## src/rtl/paddle_cmd_tx.sv

```systemverilog
// Paddle keyboard command transmitter: sends 8N1 frames for paddle level changes and start requests.
// Optional build macro PADDLE_CMD_TX_SYNC_EN adds a 2-flop synchronizer on all five inputs.
module paddle_cmd_tx #(
  parameter int CLK_HZ       = 50_000_000,
  parameter int BIT_RATE     = 115_200,
  parameter int CLKS_PER_BIT = CLK_HZ / BIT_RATE
) (
  input  logic clk,
  input  logic rst,
  input  logic p1_up,
  input  logic p1_down,
  input  logic p2_up,
  input  logic p2_down,
  input  logic start_req,
  output logic uart_tx,
  output logic busy,
  output logic tx_done
);

  localparam int BAUD_W = (CLKS_PER_BIT > 1) ? $clog2(CLKS_PER_BIT) : 1;
  localparam logic [BAUD_W-1:0] BAUD_LAST = BAUD_W'(CLKS_PER_BIT - 1);

  typedef enum logic [1:0] {S_IDLE, S_START, S_DATA, S_STOP} state_e;

  logic [4:0] in_raw;
  logic [4:0] in_s;
  assign in_raw = {start_req, p2_down, p2_up, p1_down, p1_up};

`ifdef PADDLE_CMD_TX_SYNC_EN
  logic [4:0] sync1_q, sync2_q;
  always_ff @(posedge clk or negedge rst) begin
    if (!rst) begin
      sync1_q <= '0;
      sync2_q <= '0;
    end else begin
      sync1_q <= in_raw;
      sync2_q <= sync1_q;
    end
  end
  assign in_s = sync2_q;
`else
  assign in_s = in_raw;
`endif

  state_e              state_q, state_d;
  logic [3:0]          cur_q, cur_d;
  logic [3:0]          sent_q, sent_d;
  logic                start_pend_q, start_pend_d;
  logic [7:0]          shift_q, shift_d;
  logic [2:0]          bit_q, bit_d;
  logic [BAUD_W-1:0]   baud_q, baud_d;
  logic                tx_q, tx_d;

  logic [3:0] pending;
  logic [1:0] sel;
  logic [7:0] upper;
  logic       baud_end;

  assign pending  = cur_q ^ sent_q;
  assign baud_end = (baud_q == BAUD_LAST);

  // Lowest index wins, giving p1_up > p1_down > p2_up > p2_down.
  always_comb begin
    sel = 2'd0;
    for (int i = 3; i >= 0; i--) begin
      if (pending[i]) sel = 2'(i);
    end
    case (sel)
      2'd0:    upper = 8'h57;
      2'd1:    upper = 8'h53;
      2'd2:    upper = 8'h49;
      default: upper = 8'h4B;
    endcase
  end

  // NOTE: every always_comb output is defaulted first so no path leaves it unassigned (no latches).
  always_comb begin
    state_d      = state_q;
    cur_d        = in_s[3:0];
    sent_d       = sent_q;
    start_pend_d = start_pend_q | in_s[4];
    shift_d      = shift_q;
    bit_d        = bit_q;
    baud_d       = baud_q;
    tx_d         = tx_q;

    case (state_q)
      S_IDLE: begin
        tx_d = 1'b1;
        if (start_pend_q || (|pending)) begin
          state_d = S_START;
          tx_d    = 1'b0;
          baud_d  = '0;
          bit_d   = '0;
          if (start_pend_q) begin
            shift_d      = 8'hAA;
            // A request arriving on the load edge survives, so it yields another 0xAA.
            start_pend_d = in_s[4];
          end else begin
            shift_d     = cur_q[sel] ? upper : (upper | 8'h20);
            sent_d[sel] = cur_q[sel];
          end
        end
      end
      S_START: begin
        if (baud_end) begin
          baud_d  = '0;
          state_d = S_DATA;
          tx_d    = shift_q[0];
        end else begin
          baud_d = baud_q + 1'b1;
        end
      end
      S_DATA: begin
        if (baud_end) begin
          baud_d = '0;
          if (bit_q == 3'd7) begin
            bit_d   = '0;
            state_d = S_STOP;
            tx_d    = 1'b1;
          end else begin
            bit_d   = bit_q + 1'b1;
            shift_d = shift_q >> 1;
            tx_d    = shift_q[1];
          end
        end else begin
          baud_d = baud_q + 1'b1;
        end
      end
      S_STOP: begin
        if (baud_end) begin
          baud_d  = '0;
          state_d = S_IDLE;
        end else begin
          baud_d = baud_q + 1'b1;
        end
      end
      default: state_d = S_IDLE;
    endcase
  end

  // NOTE: sequential state uses non-blocking assignments; tx_q resets high so the line idles on reset.
  always_ff @(posedge clk or negedge rst) begin
    if (!rst) begin
      state_q      <= S_IDLE;
      cur_q        <= '0;
      sent_q       <= '0;
      start_pend_q <= 1'b0;
      shift_q      <= '0;
      bit_q        <= '0;
      baud_q       <= '0;
      tx_q         <= 1'b1;
    end else begin
      state_q      <= state_d;
      cur_q        <= cur_d;
      sent_q       <= sent_d;
      start_pend_q <= start_pend_d;
      shift_q      <= shift_d;
      bit_q        <= bit_d;
      baud_q       <= baud_d;
      tx_q         <= tx_d;
    end
  end

  assign uart_tx = tx_q;
  assign busy    = (state_q != S_IDLE);
  assign tx_done = (state_q == S_STOP) && baud_end;

endmodule

```

## config.mk

```make
export PLATFORM = sky130hd
export DESIGN_NAME = paddle_cmd_tx
export DESIGN_NICKNAME = d
export VERILOG_FILES = /design/src/rtl/paddle_cmd_tx.sv
export SDC_FILE = /design/constraint.sdc
export NUM_CORES = 1
export LEC_CHECK = 0
export BUFFER_PORTS_ARGS = -buffer_cell sky130_fd_sc_hd__buf_2
export CORE_MARGIN = 4
export CORE_UTILIZATION = 41
export CTS_CLUSTER_SIZE = 30
export DETAILED_ROUTE_END_ITERATION = 7
export PLACE_DENSITY_LB_ADDON = 0.12
export SLEW_MARGIN = 15
export SYNTH_ARGS = -nofsm -noshare
export SYNTH_HDL_FRONTEND = slang
export SYNTH_SLANG_ARGS = --single-unit
```

## constraint.sdc

```tcl
create_clock -name clk -period 3.1 [get_ports clk]
set_input_delay 0.31 -clock clk [delete_from_list [all_inputs] [get_ports clk]]
set_output_delay 0.31 -clock clk [all_outputs]
set_load 0.005 [all_outputs]
```

After elaboration in Yosys (flattened, before gate mapping) --
Index checks and enable logic that the tools add are counted.
Storage, ports and cells: register bits after elaboration 32, bits of input ports 7, output and inout port bits 3, word-level logic and storage cells 80
Operators by class: add/subtract/negate cells 2, magnitude comparators 2, equal/unequal tests 13, multiplexer cells 37, bitwise gates (word level) 3, reductions and logical operators 15
Operators by type and width (number):
- $mux 8 | 4
- $mux 2 | 9
- $mux 9 | 2
- $pmux 9 s2 | 1
- $pmux 8 s2 | 1
- $pmux 5 s3 | 1
- $ne 2x2->1 const B | 6
- $add 9x1->9 const B | 1
- $eq 9x9->1 const B | 1
- $mux 1 | 9
- $mux 3 | 3
- $reduce_and 3->1 | 3
- $pmux 2 s4 | 1
- $eq 2x2->1 const B | 3
- $mux 6 | 1
- $pmux 3 s2 | 1
- $reduce_and 5->1 | 1
- $bwmux 4 | 1
- $eq 2x1->1 const B | 2
- $logic_not 2->1 | 2
- $reduce_and 4->1 | 1
- $reduce_bool 2->1 | 2
- $reduce_or 4->1 | 1
- $xor 4x4->4 | 1
- 13 further kinds | 14

Depth between registers and ports, before layout --
depth in word-level cells 11, mapped depth 9, gate-level depth less buffers 7

Worst setup path before layout --
Ideal clock, no wire load.
path type register -> register, start register baud_q[6], end register shift_q[2], setup time 0.125 ns, data arrival time 2.132 ns, required time 2.975 ns, setup slack 0.844 ns, cell stages (with the launch flop) 6, path buffers 0, clock period less this slack 2.256 ns, cells stage by stage dfrtp_1 or4b_4 or2_4 or3_4 a21oi_4 mux2_2
Between the ends: word-level cells in the longest chain between the ends 3
Ends and longest elaborated chain:
- start, declared | line 51 | logic [BAUD_W-1:0] baud_q, baud_d;
- start signal, assigned | line 160 | baud_q <= baud_d;
- $eq 9x9->1 | line 60 | assign baud_end = (baud_q == BAUD_LAST);
- $ne 2x2->1 (no source line)
- $reduce_and 4->1 (no source line)
- end signal, assigned | line 158 | shift_q <= shift_d;
- end, declared | line 49 | logic [7:0] shift_q, shift_d;
Every way passes these cells. A chain may end at the register's enable or synchronous reset.

Worst setup path in the final report --
start register baud_q[6], end register state_q[1]
Between the ends: word-level cells in the longest chain between the ends 3, elaborated cells between the ends (all ways) 5, classes of those cells 4 x eq/ne; 1 x reduce/logical
Ends and longest elaborated chain:
- $eq 9x9->1 (*) | line 60
- $ne 2x2->1 (no source line)
- $reduce_and 5->1 (no source line) (*)
- end signal, assigned | line 154 | state_q <= state_d;
- end, declared | line 45 | state_e state_q, state_d;
Mark *: on every way between the ends. The rest lies on a longest branch, timed or not.

==> results_dict.tcl <==
set metrics [dict create \
    row_count 23 \
    final_cells 247 \
    multi_input_area_um2 912.1 \
    leakage_nw 0.8825 \
    cts_hold_buf 0 \
    routed_via_density 5.445 \
    grt_max_degree 33 \
    criticalPathCategory "flop to flop" \
    placed_area_um2 1871 \
    crit_required_ns 3.26 \
    max_freq_mhz 415.2 \
    grt_pass1_wl_um 6320 \
    core-area_um2 4086 \
    setup_violations 0 \
    path_max_fanout 9 \
    gp_congestion 0.8371 \
    fin_ws_ns 0.6914 \
    die_area_um2 5433 \
    drt_wl_total_um 3590 \
    period_minus_slack_ns 2.409 \
    initial_core_util_pct 43.33 \
    vias 1345 \
    final_cell_area_um2 1961 \
    syn_area_um2 1770 \
    clock_sinks 32 \
    h-tree-depth 2 \
    cts_buffers 5 \
    finalPower_mw 1.712 \
    tightest_slew_ns 0.7231 \
    grt.overflow.total 0 \
    drive_gt1_share_pct 14.72 \
    yosysSeqAreaShare_pct 45.30 \
    status "complete, no violations" \
    hold_slack_ns 0.08719 \
    drc 0 \
    ys_types 41 \
    powerDensity_nw_per_um2 873.3 \
    fillers 397 \
    r2r-end "state_q[1]" \
    synthCells 183 \
    r2r-start "baud_q[6]" \
    port_buffers 9 \
    finalCritPeriodShare_pct 77.70 \
    rsz0062_at_grt "no" \
    synthFlopType "dfrtp_1" \
    ant_nets 0 \
    dp.cells 239 \
    clk_pin_slew_ns 0.06 \
    insertedDiodeCount 0 \
    synth_edf_count 0 \
    fin_nets 212 \
    worstPathArrival_ns 2.57 \
    synthArstFlopShare_pct 100.0 \
    postCtsSetupBuffers 0 \
    fp.dieH_um 73.71 \
    mostFrequentLayoutCells "dfrtp_1 (31), o21ai_0 (22), nand2_1 (18)" \
    cts.repair.resized 0 \
    yosys_register_bits 32 \
    final_common_cell "dfrtp_1" \
    maxSlewHeadroom_pct 51.79 \
    clockRootBuffer "clkbuf_8" \
    finalHoldViolations 0 \
    yosysWarnings 0 \
    clk_latency_ns 0.28 \
    io_pins 10 \
    avgSynthCellArea_um2 9.675 \
    regArea_um2 802.0 \
    holdCritPathClass "input port to async pin" \
    clock_skew_ns 0.001774 \
    max-vdd-ir-drop_v 0.0003625 \
    syn-num-nets 199 \
    dp_hpwl_um 2563 \
    utilization_pct 47.98 \
    tns_ns 0 \
    area_growth_pct 10.74 \
    antenna_found_initial 0 \
    endpoint_kind "flop" \
    dr.pass1.iters 4 \
    cap_violations 0 \
    regToRegSetupSlack_ns 0.69 \
    clock_path_buffers 2 \
    r2r_cells 5 \
    drv_slew 0 \
    dp_worst_setup_slack_ns 0.7331 \
    tritoncts "yes" \
    grt_pass1_vias 1348 \
    fp.dieW_um 73.71 \
    cp-start-kind "flop" \
    grt_usage_pct 15.22 \
    wl_per_cell_um 14.53 \
    drt_iter0_markers 75 \
]
[synthesized netlist by cell type (2+ instances only)]
cell type / n / area share [%]
nor3_1: 3 / 0.85
o221ai_1: 2 / 0.99
a21oi_1: 6 / 1.7
o22ai_1: 2 / 0.71
maj3_1: 2 / 1.1
o31ai_1: 2 / 0.85
nand2b_1: 4 / 1.4
xor2_1: 4 / 2.0
nand2_1: 18 / 3.8
clkbuf_1: 4 / 0.85
nor2b_1: 2 / 0.71
inv_1: 11 / 2.3
xnor2_1: 2 / 0.99
a2111oi_0: 2 / 0.99
dfrtp_1: 31 / 44
mux2i_1: 5 / 2.8
nor2_1: 15 / 3.2
o21ai_0: 22 / 6.2
mux2_2: 7 / 4.5
nand3_1: 5 / 1.4
ha_1: 9 / 6.4
and3_1: 6 / 2.1
[cells by family after synthesis]
group	count (synthesis)	share of synthesized area, %
compound gates	45	15.90
xor+xnor	6	2.968
fa+ha+maj	11	7.491
buf+inv	15	3.180
flops	32	45.30
mux	12	7.280
simple gates	62	17.88
[registers in the layout (all words and copies together) (netlist names)]
| name | count |
|---|---|
| sent_q | 4 |
| state_q | 2 |
| bit_q | 3 |
| shift_q | 8 |
| baud_q | 9 |
| cur_q | 4 |
| uart_tx | 1 |
| start_pend_q | 1 |
[cell type report]
cell class / instances / share of cell area, %
Tap cell: 50 / 3.191
Multi-Input combinational cell: 136 / 46.52
Timing Repair Buffer: 10 / 2.680
Clock buffer: 8 / 4.595
Inverter: 11 / 2.106
Sequential cell: 32 / 40.91
[worst max-delay path by stage]
stage | startpoint | end | slack [ns]
3_3_place_gp | baud_q[6] | shift_q[4] | 0.77
2_1_floorplan | baud_q[6] | shift_q[2] | 0.84
4_1_cts | baud_q[6] | state_q[1] | 0.72
5_1_grt | baud_q[6] | state_q[1] | 0.53
6_report | baud_q[6] | state_q[1] | 0.69
3_5_place_dp | state_q[0] | state_q[1] | 0.73
[critical path, cell delays in order (launching register included)]
cell and delay [ns]:
dfrtp_1 0.41, or4b_4 0.56, nor2_1 0.48, nor2_1 0.12, a211oi_1 0.35, mux2_2 0.38
[layer usage]
metal  GRT usage (%)  share of wire [%]
met5               0                  0
met3           2.873                4.3
met1           20.69                 47
met4           6.036                1.6
met2           23.82                 47
[report_power, final]
group,leakage (nW),internal (mW),switching [mW]
Clock,0.0455,0.181,0.145
Sequential,0.398,0.550,0.105
Combinational,0.439,0.322,0.409
(Power assumes the default switching activity.)
